$ cat config.mk
export PLATFORM = sky130hd
export DESIGN_NAME = mem_port_req
export DESIGN_NICKNAME = d
export VERILOG_FILES = /design/src/rtl/mem_port_req.sv
export SDC_FILE = /design/constraint.sdc
export NUM_CORES = 1
export LEC_CHECK = 0
export ABC_CLOCK_PERIOD_IN_PS = 2600
export BUFFER_PORTS_ARGS = -buffer_cell sky130_fd_sc_hd__buf_2
export CORE_AREA = 2 2 277 279
export CTS_BUF_LIST = sky130_fd_sc_hd__clkbuf_8 sky130_fd_sc_hd__clkbuf_16
export CTS_CLUSTER_SIZE = 24
export DETAILED_ROUTE_END_ITERATION = 8
export DIE_AREA = 0 0 279 281
export GPL_TIMING_DRIVEN = 0
export HOLD_SLACK_MARGIN = 0.08
export PLACE_DENSITY = 0.41
export REMOVE_ABC_BUFFERS = 1
export SYNTH_ARGS = -nofsm -noshare
export SYNTH_HDL_FRONTEND = slang
export SYNTH_SLANG_ARGS = --single-unit
$ cat constraint.sdc
create_clock -name i_clk -period 2.6 [get_ports i_clk]
set_input_delay 0.52 -clock i_clk [delete_from_list [all_inputs] [get_ports i_clk]]
set_output_delay 0.52 -clock i_clk [all_outputs]
set_load 0.01 [all_outputs]
$ cat src/rtl/mem_port_req.sv
// mem_port_req: processor-side initiator for one port of the shared scratchpad.
// Takes single-beat write and multi-beat burst-read commands from a processing
// element. It drives the request/grant interface of the shared memory and
// returns read beats to the PE in order, with no backpressure.
module mem_port_req #(
    parameter int BUS_SIZE   = 160,
    parameter int UNIT_SIZE  = 32,
    parameter int ADDR_SIZE  = 24,
    parameter int LEN_W      = 4,
    parameter int RD_LATENCY = 1
) (
    input  logic                 i_clk,
    input  logic                 i_rstn,
    // command side (processing element)
    input  logic                 i_cmd_valid,
    output logic                 o_cmd_ready,
    input  logic                 i_cmd_we,
    input  logic [ADDR_SIZE-1:0] i_cmd_addr,
    input  logic [LEN_W-1:0]     i_cmd_len,
    input  logic [BUS_SIZE-1:0]  i_cmd_wdata,
    input  logic [2:0]           i_cmd_size,
    // shared memory port
    output logic                 o_req_rd,
    output logic                 o_req_wr,
    input  logic                 i_grant_rd,
    input  logic                 i_grant_wr,
    output logic [ADDR_SIZE-1:0] o_addr,
    output logic [BUS_SIZE-1:0]  o_wr_data,
    output logic [2:0]           o_wr_size,
    output logic                 o_wr_en,
    input  logic [BUS_SIZE-1:0]  i_rd_data,
    // response side (processing element)
    output logic                 o_rsp_valid,
    output logic [BUS_SIZE-1:0]  o_rsp_data,
    output logic                 o_rsp_last,
    output logic                 o_wr_done,
    output logic                 o_busy
);

    // Units per beat; the burst address advances by this much per issued beat.
    localparam int                   BLK      = BUS_SIZE / UNIT_SIZE;
    localparam logic [ADDR_SIZE-1:0] BLK_STEP = ADDR_SIZE'(BLK);

    typedef enum logic [1:0] {
        IDLE   = 2'd0,
        RD_REQ = 2'd1,
        WR_REQ = 2'd2,
        DRAIN  = 2'd3
    } state_t;

    state_t                  state_q, state_d;
    logic                    rst_done_q, rst_done_d;
    logic [ADDR_SIZE-1:0]    addr_q, addr_d;
    logic [LEN_W-1:0]        len_q, len_d;
    logic [LEN_W-1:0]        beat_q, beat_d;
    logic [BUS_SIZE-1:0]     wdata_q, wdata_d;
    logic [2:0]              size_q, size_d;
    logic [RD_LATENCY-1:0]   pipe_vld_q, pipe_vld_d;
    logic [RD_LATENCY-1:0]   pipe_last_q, pipe_last_d;
    logic                    rsp_valid_q, rsp_valid_d;
    logic                    rsp_last_q, rsp_last_d;
    logic [BUS_SIZE-1:0]     rsp_data_q, rsp_data_d;
    logic                    wr_done_q, wr_done_d;

    logic                    in_rd_req;
    logic                    in_wr_req;
    logic                    cmd_accept;
    logic                    rd_issue;
    logic                    wr_issue;
    logic                    pipe_exit;

    // Request qualifiers: grants only count while the matching request is up.
    always_comb begin
        in_rd_req  = (state_q == RD_REQ);
        in_wr_req  = (state_q == WR_REQ);
        cmd_accept = (state_q == IDLE) && rst_done_q && i_cmd_valid;
        rd_issue   = in_rd_req && i_grant_rd;
        wr_issue   = in_wr_req && i_grant_wr;
        pipe_exit  = pipe_vld_q[RD_LATENCY-1];
    end

    // Read tag pipeline: one tag per granted read cycle, carrying the last-beat flag.
    always_comb begin
        pipe_vld_d     = '0;
        pipe_last_d    = '0;
        pipe_vld_d[0]  = rd_issue;
        pipe_last_d[0] = rd_issue && (beat_q == len_q);
        for (int i = 1; i < RD_LATENCY; i++) begin
            pipe_vld_d[i]  = pipe_vld_q[i-1];
            pipe_last_d[i] = pipe_last_q[i-1];
        end
    end

    // Response capture: read data is registered when its tag leaves the pipeline.
    always_comb begin
        rsp_valid_d = 1'b0;
        rsp_last_d  = 1'b0;
        rsp_data_d  = rsp_data_q;
        if (pipe_exit) begin
            rsp_valid_d = 1'b1;
            rsp_last_d  = pipe_last_q[RD_LATENCY-1];
            rsp_data_d  = i_rd_data;
        end
    end

    // Control FSM next-state: command capture, beat issue and drain tracking.
    always_comb begin
        state_d    = state_q;
        rst_done_d = 1'b1;
        addr_d     = addr_q;
        len_d      = len_q;
        beat_d     = beat_q;
        wdata_d    = wdata_q;
        size_d     = size_q;
        wr_done_d  = 1'b0;
        case (state_q)
            IDLE: begin
                if (cmd_accept) begin
                    addr_d  = i_cmd_addr;
                    len_d   = i_cmd_len;
                    wdata_d = i_cmd_wdata;
                    size_d  = i_cmd_size;
                    beat_d  = '0;
                    state_d = i_cmd_we ? WR_REQ : RD_REQ;
                end
            end
            WR_REQ: begin
                if (wr_issue) begin
                    wr_done_d = 1'b1;
                    state_d   = IDLE;
                end
            end
            RD_REQ: begin
                if (rd_issue) begin
                    addr_d = addr_q + BLK_STEP;
                    beat_d = beat_q + 1'b1;
                    if (beat_q == len_q) begin
                        state_d = DRAIN;
                    end
                end
            end
            DRAIN: begin
                // Leave once every outstanding tag has been captured into the response register.
                if (pipe_vld_d == '0) begin
                    state_d = IDLE;
                end
            end
            default: begin
                state_d = IDLE;
            end
        endcase
    end

    // State and datapath registers; reset drops everything in flight immediately.
    always_ff @(posedge i_clk or negedge i_rstn) begin
        if (!i_rstn) begin
            state_q     <= IDLE;
            rst_done_q  <= 1'b0;
            addr_q      <= '0;
            len_q       <= '0;
            beat_q      <= '0;
            wdata_q     <= '0;
            size_q      <= '0;
            pipe_vld_q  <= '0;
            pipe_last_q <= '0;
            rsp_valid_q <= 1'b0;
            rsp_last_q  <= 1'b0;
            rsp_data_q  <= '0;
            wr_done_q   <= 1'b0;
        end else begin
            state_q     <= state_d;
            rst_done_q  <= rst_done_d;
            addr_q      <= addr_d;
            len_q       <= len_d;
            beat_q      <= beat_d;
            wdata_q     <= wdata_d;
            size_q      <= size_d;
            pipe_vld_q  <= pipe_vld_d;
            pipe_last_q <= pipe_last_d;
            rsp_valid_q <= rsp_valid_d;
            rsp_last_q  <= rsp_last_d;
            rsp_data_q  <= rsp_data_d;
            wr_done_q   <= wr_done_d;
        end
    end

    // Port outputs decode from the state register, so requests fall with reset.
    always_comb begin
        o_cmd_ready = rst_done_q && (state_q == IDLE);
        o_req_rd    = in_rd_req;
        o_req_wr    = in_wr_req;
        o_wr_en     = in_wr_req;
        o_addr      = (in_rd_req || in_wr_req) ? addr_q : '0;
        o_wr_data   = in_wr_req ? wdata_q : '0;
        o_wr_size   = in_wr_req ? size_q : 3'd0;
        o_rsp_valid = rsp_valid_q;
        o_rsp_data  = rsp_data_q;
        o_rsp_last  = rsp_last_q;
        o_wr_done   = wr_done_q;
        o_busy      = (state_q != IDLE);
    end

endmodule

# Word-level counts from Yosys, hierarchy flattened
# Cells that the tools add are included.
# word_totals
latchBits	0
ramBits	0
output_inout_bits	355
input_bits	357
rom_bits	0
reg_bits	363
mem_count	0
# op_classes
magnitude_cmp	0
n_mux	20
bitwise	0
mul	0
shift	0
n_reduce_logical	12
div	0
n_eq_ne	9
n_addsub	2
# ops
operator	n
two-way mux 160 bit	1
two-way mux 24 bit	3
case mux 24 bit (2 select lines)	1
adder 24 x 3 -> 24 bit (second input constant)	1
two-way mux 2 bit	6
two-way mux 4 bit	2
case mux 2 bit (4 select lines)	1
case mux 4 bit (2 select lines)	1
!= test 2 bit (second input constant)	3
logical AND 1 bit	5
AND reduction 5 bit	1
adder 4 x 1 -> 4 bit (second input constant)	1
== test 2 bit (second input constant)	2
== test 4 bit	1
two-way mux 1 bit	4
!= test 2 x 1 -> 1 bit (second input constant)	2
nonzero test 2 bit	2
two-way mux 3 bit	1
AND reduction 3 bit	1
== test 2 x 1 -> 1 bit (second input constant)	1
logical NOT 2 bit	1
AND reduction 2 bit	1
logical OR 1 bit	1

# Logic depth before layout (Yosys ltp)
# depth
depth_word	5
depth_mapped	10
depth_no_buf	7

# Worst setup path before layout
# Ideal clock, no wire load.
# synth_path
path_type	register -> output
start	reg state_q[0]
end	out o_wr_data[100]
t_arrival_ps	1425
path_slack_ps	655
path_buffers	2
t_required_ps	2080
stages_incl_launch_ff	6
cell_sequence	dfrtp_1 > inv_1 > ha_1 > clkbuf_1 > clkbuf_1 > and2_1
# synth_via
elab_chain_len	2
# synth_lines
element	line	text
start, declared	51	state_t state_q, state_d;
start signal, assigned	171	state_q <= state_d;
== test 2 bit	75	in_wr_req = (state_q == WR_REQ);
net o_req_wr	24	output logic o_req_wr,
two-way mux 160 bit	194	o_wr_data = in_wr_req ? wdata_q : '0;
end, declared	28	output logic [BUS_SIZE-1:0] o_wr_data,
# The timed path passes the listed nets, and every way through them passes these cells.

# Worst setup path in the final report
# layout_path
start	reg state_q[1]
end	out o_wr_data[59]
# layout_via
elab_chain_len	2
# layout_lines
element	line
== test 2 bit	75
two-way mux 160 bit	194
# Every way passes these cells.

==> impl_metrics.toml <==
[status]
status = "completed"

[cts]
h-tree-depth = 2
clock-root-buffer = "clkbuf_16"
cts_sinks = 363
path_clk_slew_ns = 0.06
cts_buffers = 47
cts_max_path_buffers = 3
cts_tree = "yes"
clk_latency_ns = 0.57

[power_and_ir_drop]
p_sw_frac = 0.347
p_comb_frac = 0.406
p_leak_uw = 0.0109
peakVddDrop_uv = 487
power.clock.fraction = 0.237
power.density_nw_per_um2 = 1270
p_switching_uw = 9860
power_frac_seq = 0.357
power.total_uw = 28400
internal_power_uw = 18500

[logic_synthesis]
async_reset_ff_frac = 1.00
synth_top_area_frac = 0.590
synthXorXnorAreaFrac = 0.00341
yosysMostFrequentCell = "dfrtp_1"
ys_top_cells_by_count = "dfrtp_1 (363), mux2_2 (327), and2_1 (190)"
synth_top_family_by_area = "multiplexers"
synth.area.mux_share = 0.246
synth_cells = 1121
yosys_warnings = 0
yosys.area_share.simple = 0.108
synth_area_leaders = "dfrtp_1 (59%), mux2_2 (24%), and2_1 (7.7%)"
syn-cell-area_um2 = 15400
postSynthAreaPerCell_um2 = 13.7
synth_top_area_cell = "dfrtp_1"
ys_ff_latch = 363
synth-compound-area-share = 0.0253
ys_types = 42
seq_area_frac_synth = 0.590
synth_edf_count = 0
synth_fa_ha_area_frac = 0.00569
ys.flop_type = "dfrtp_1"

[sta]
period_minus_slack_ns = 2.54
holdWs_ns = 0.170
worstMarginPinSlew_ns = 0.725
fmax_mhz = 393
finClkSkew_ns = 0.0106
finalCritPeriodShare = 0.978
maxSlewViolCount = 0
setup-violations-final = 0
tns_ns = 0
hold_viol_final = 0
rsz0062_at_grt = "yes"
relSlewSlack = 0.517

[critical_path]
end_kind = "primary output"
worstPathArrival_ns = 2.02
crit_type = "register to primary output"
cp.required_ns = 2.08
worst-path-max-fanout = 5
start_kind = "register"

[placement]
placed_area_um2 = 20200
hpwl_um = 41300
gp_routability_congestion = 0.816
numPortBuffers = 711

[detailed_routing]
wl_per_cell_um = 20.1
vias = 11800
vias_per_cell = 4.10
wl_um = 58000
dr.pass1.iters = 4
drt_iter0_markers = 392
drc = 0
final_antenna_net_count = 0

[global_route]
grt_pass1_vias = 12700
gr-usage-all-layers = 0.143
grt_pass1_wl_um = 83800
gr-total-overflow = 0
antenna_found_initial = 19
grt_max_degree = 101

[layout]
area_growth_pct = 45.0
drive_above_1_share = 0.620
final_util = 0.296
final_area_um2 = 22300
nets = 2217

[die]
start_util = 0.204
die_y_um = 281
die_area_um2 = 78400
die_x_um = 279
coreArea_um2 = 75400
ioPinCount = 712
fp-row-count = 101

[run]
drv_cap = 0

[hold_path]
hp-class = "primary input to register"
==> logic make-up (layout without fill, tap and decap cells) <==
logic type	after synthesis	after routing
AOI/OAI and AO/OA	57	57
buffers and inverters	74	840
and+or+nand+nor	275	276
muxes	338	338
DFF	363	363
other	1	12
adders and majority gates	7	7
xor gates and xnor gates	6	6
==> power by group through the flow <==
stage / combinational, µW / sequential (µW) / clock (µW)
global route: 12500 / 10600 / 7220
detailed placement: 10800 / 10200 / 0
CTS: 11700 / 10100 / 7010
finish: 11500 / 10100 / 6720
floorplan: 5720 / 10600 / 0
global placement: 10300 / 10300 / 0
==> final timing paths <==
| check | endpoint | startpoint | cells after the start | slack (ns) |
|---|---|---|---|---|
| worst max-delay path | o_wr_data[59] | state_q[1] | 7 | 0.06 |
| worst min-delay path | o_rsp_data[149] | i_rd_data[149] | 2 | 0.17 |
| worst max register to register | wdata_q[151] | state_q[1] | 8 | 0.16 |
| worst min register to register | o_rsp_last | pipe_last_q | 1 | 0.45 |
| max in group asynchronous | wdata_q[150] | i_rstn | 4 | 0.58 |
| min in group asynchronous | o_rsp_data[130] | i_rstn | 2 | 0.53 |
==> layout by cell type, fill, tap and decap left out, drive strengths merged, types with 6 or more instances in the layout <==
cell / netlist / routed
buf: 33 / 742
dfrtp: 363 / 363
mux2: 327 / 327
and2: 190 / 190
clkbuf: 33 / 60
nand2: 21 / 21
inv: 8 / 21
nor2: 19 / 20
o21ai: 16 / 16
nand3: 14 / 14
a21oi: 14 / 14
diode: 0 / 11
mux2i: 11 / 11
o221a: 8 / 8
and3: 8 / 8
o22ai: 7 / 7
nand4: 7 / 7
ha: 7 / 7
clkinv: 0 / 6
==> timing repair <==
item / 4_1_cts / 5_1_grt
endpoints found under the hold margin: 80 / 0
gates resized for setup: 11 / 7
gates cloned: 8 / 0
setup buffers: 15 / 5
hold buffers: 1 / 0
endpoints found under the setup margin: 279 / 61
pin swaps: 3 / 1
==> cell type report <==
type | instances | area, µm²
Antenna cell | 11 | 27.5
Clock buffer | 59 | 1350
Clock inverter | 25 | 260
Fill cell | 7948 | 53100
Inverter | 8 | 30.0
Multi-Input combinational cell | 685 | 6080
Sequential cell | 363 | 9090
Tap cell | 978 | 1220
Timing Repair Buffer | 748 | 4280
==> state kept, by name, indices dropped and copies added (netlist names) <==
register	flops
o_wr_done	1
wdata_q	160
addr_q	24
pipe_exit	1
beat_q	4
state_q	2
len_q	4
o_rsp_valid	1
o_rsp_last	1
pipe_last_q	1
o_rsp_data	160
size_q	3
rst_done_q	1
==> worst max-delay path, cell delays in order, from the launching register on <==
cell,delay (ns)
dfrtp_1,0.42
ha_4,0.20
buf_4,0.14
buf_12,0.14
buf_12,0.12
buf_4,0.12
and2_1,0.14
buf_2,0.15
==> layer usage <==
metal	routed length (µm)	share of wire	track usage
met5	120	0.0021	0
met4	1370	0.024	0.0462
met3	3380	0.058	0.0420
met2	30800	0.53	0.259
met1	22200	0.38	0.161
==> through the flow <==
| stage | std cells | worst slack (ns) |
|---|---|---|
| final | 2877 | 0.0581 |
| after global routing | 2873 | -0.0342 |
| after CTS | 2861 | -0.00876 |
| after detailed placement | 2753 | -1.62 |
| after global placement | 2744 | -6.80 |
| after floorplan | 1055 | -2.90 |
(Power assumes the default switching activity.)
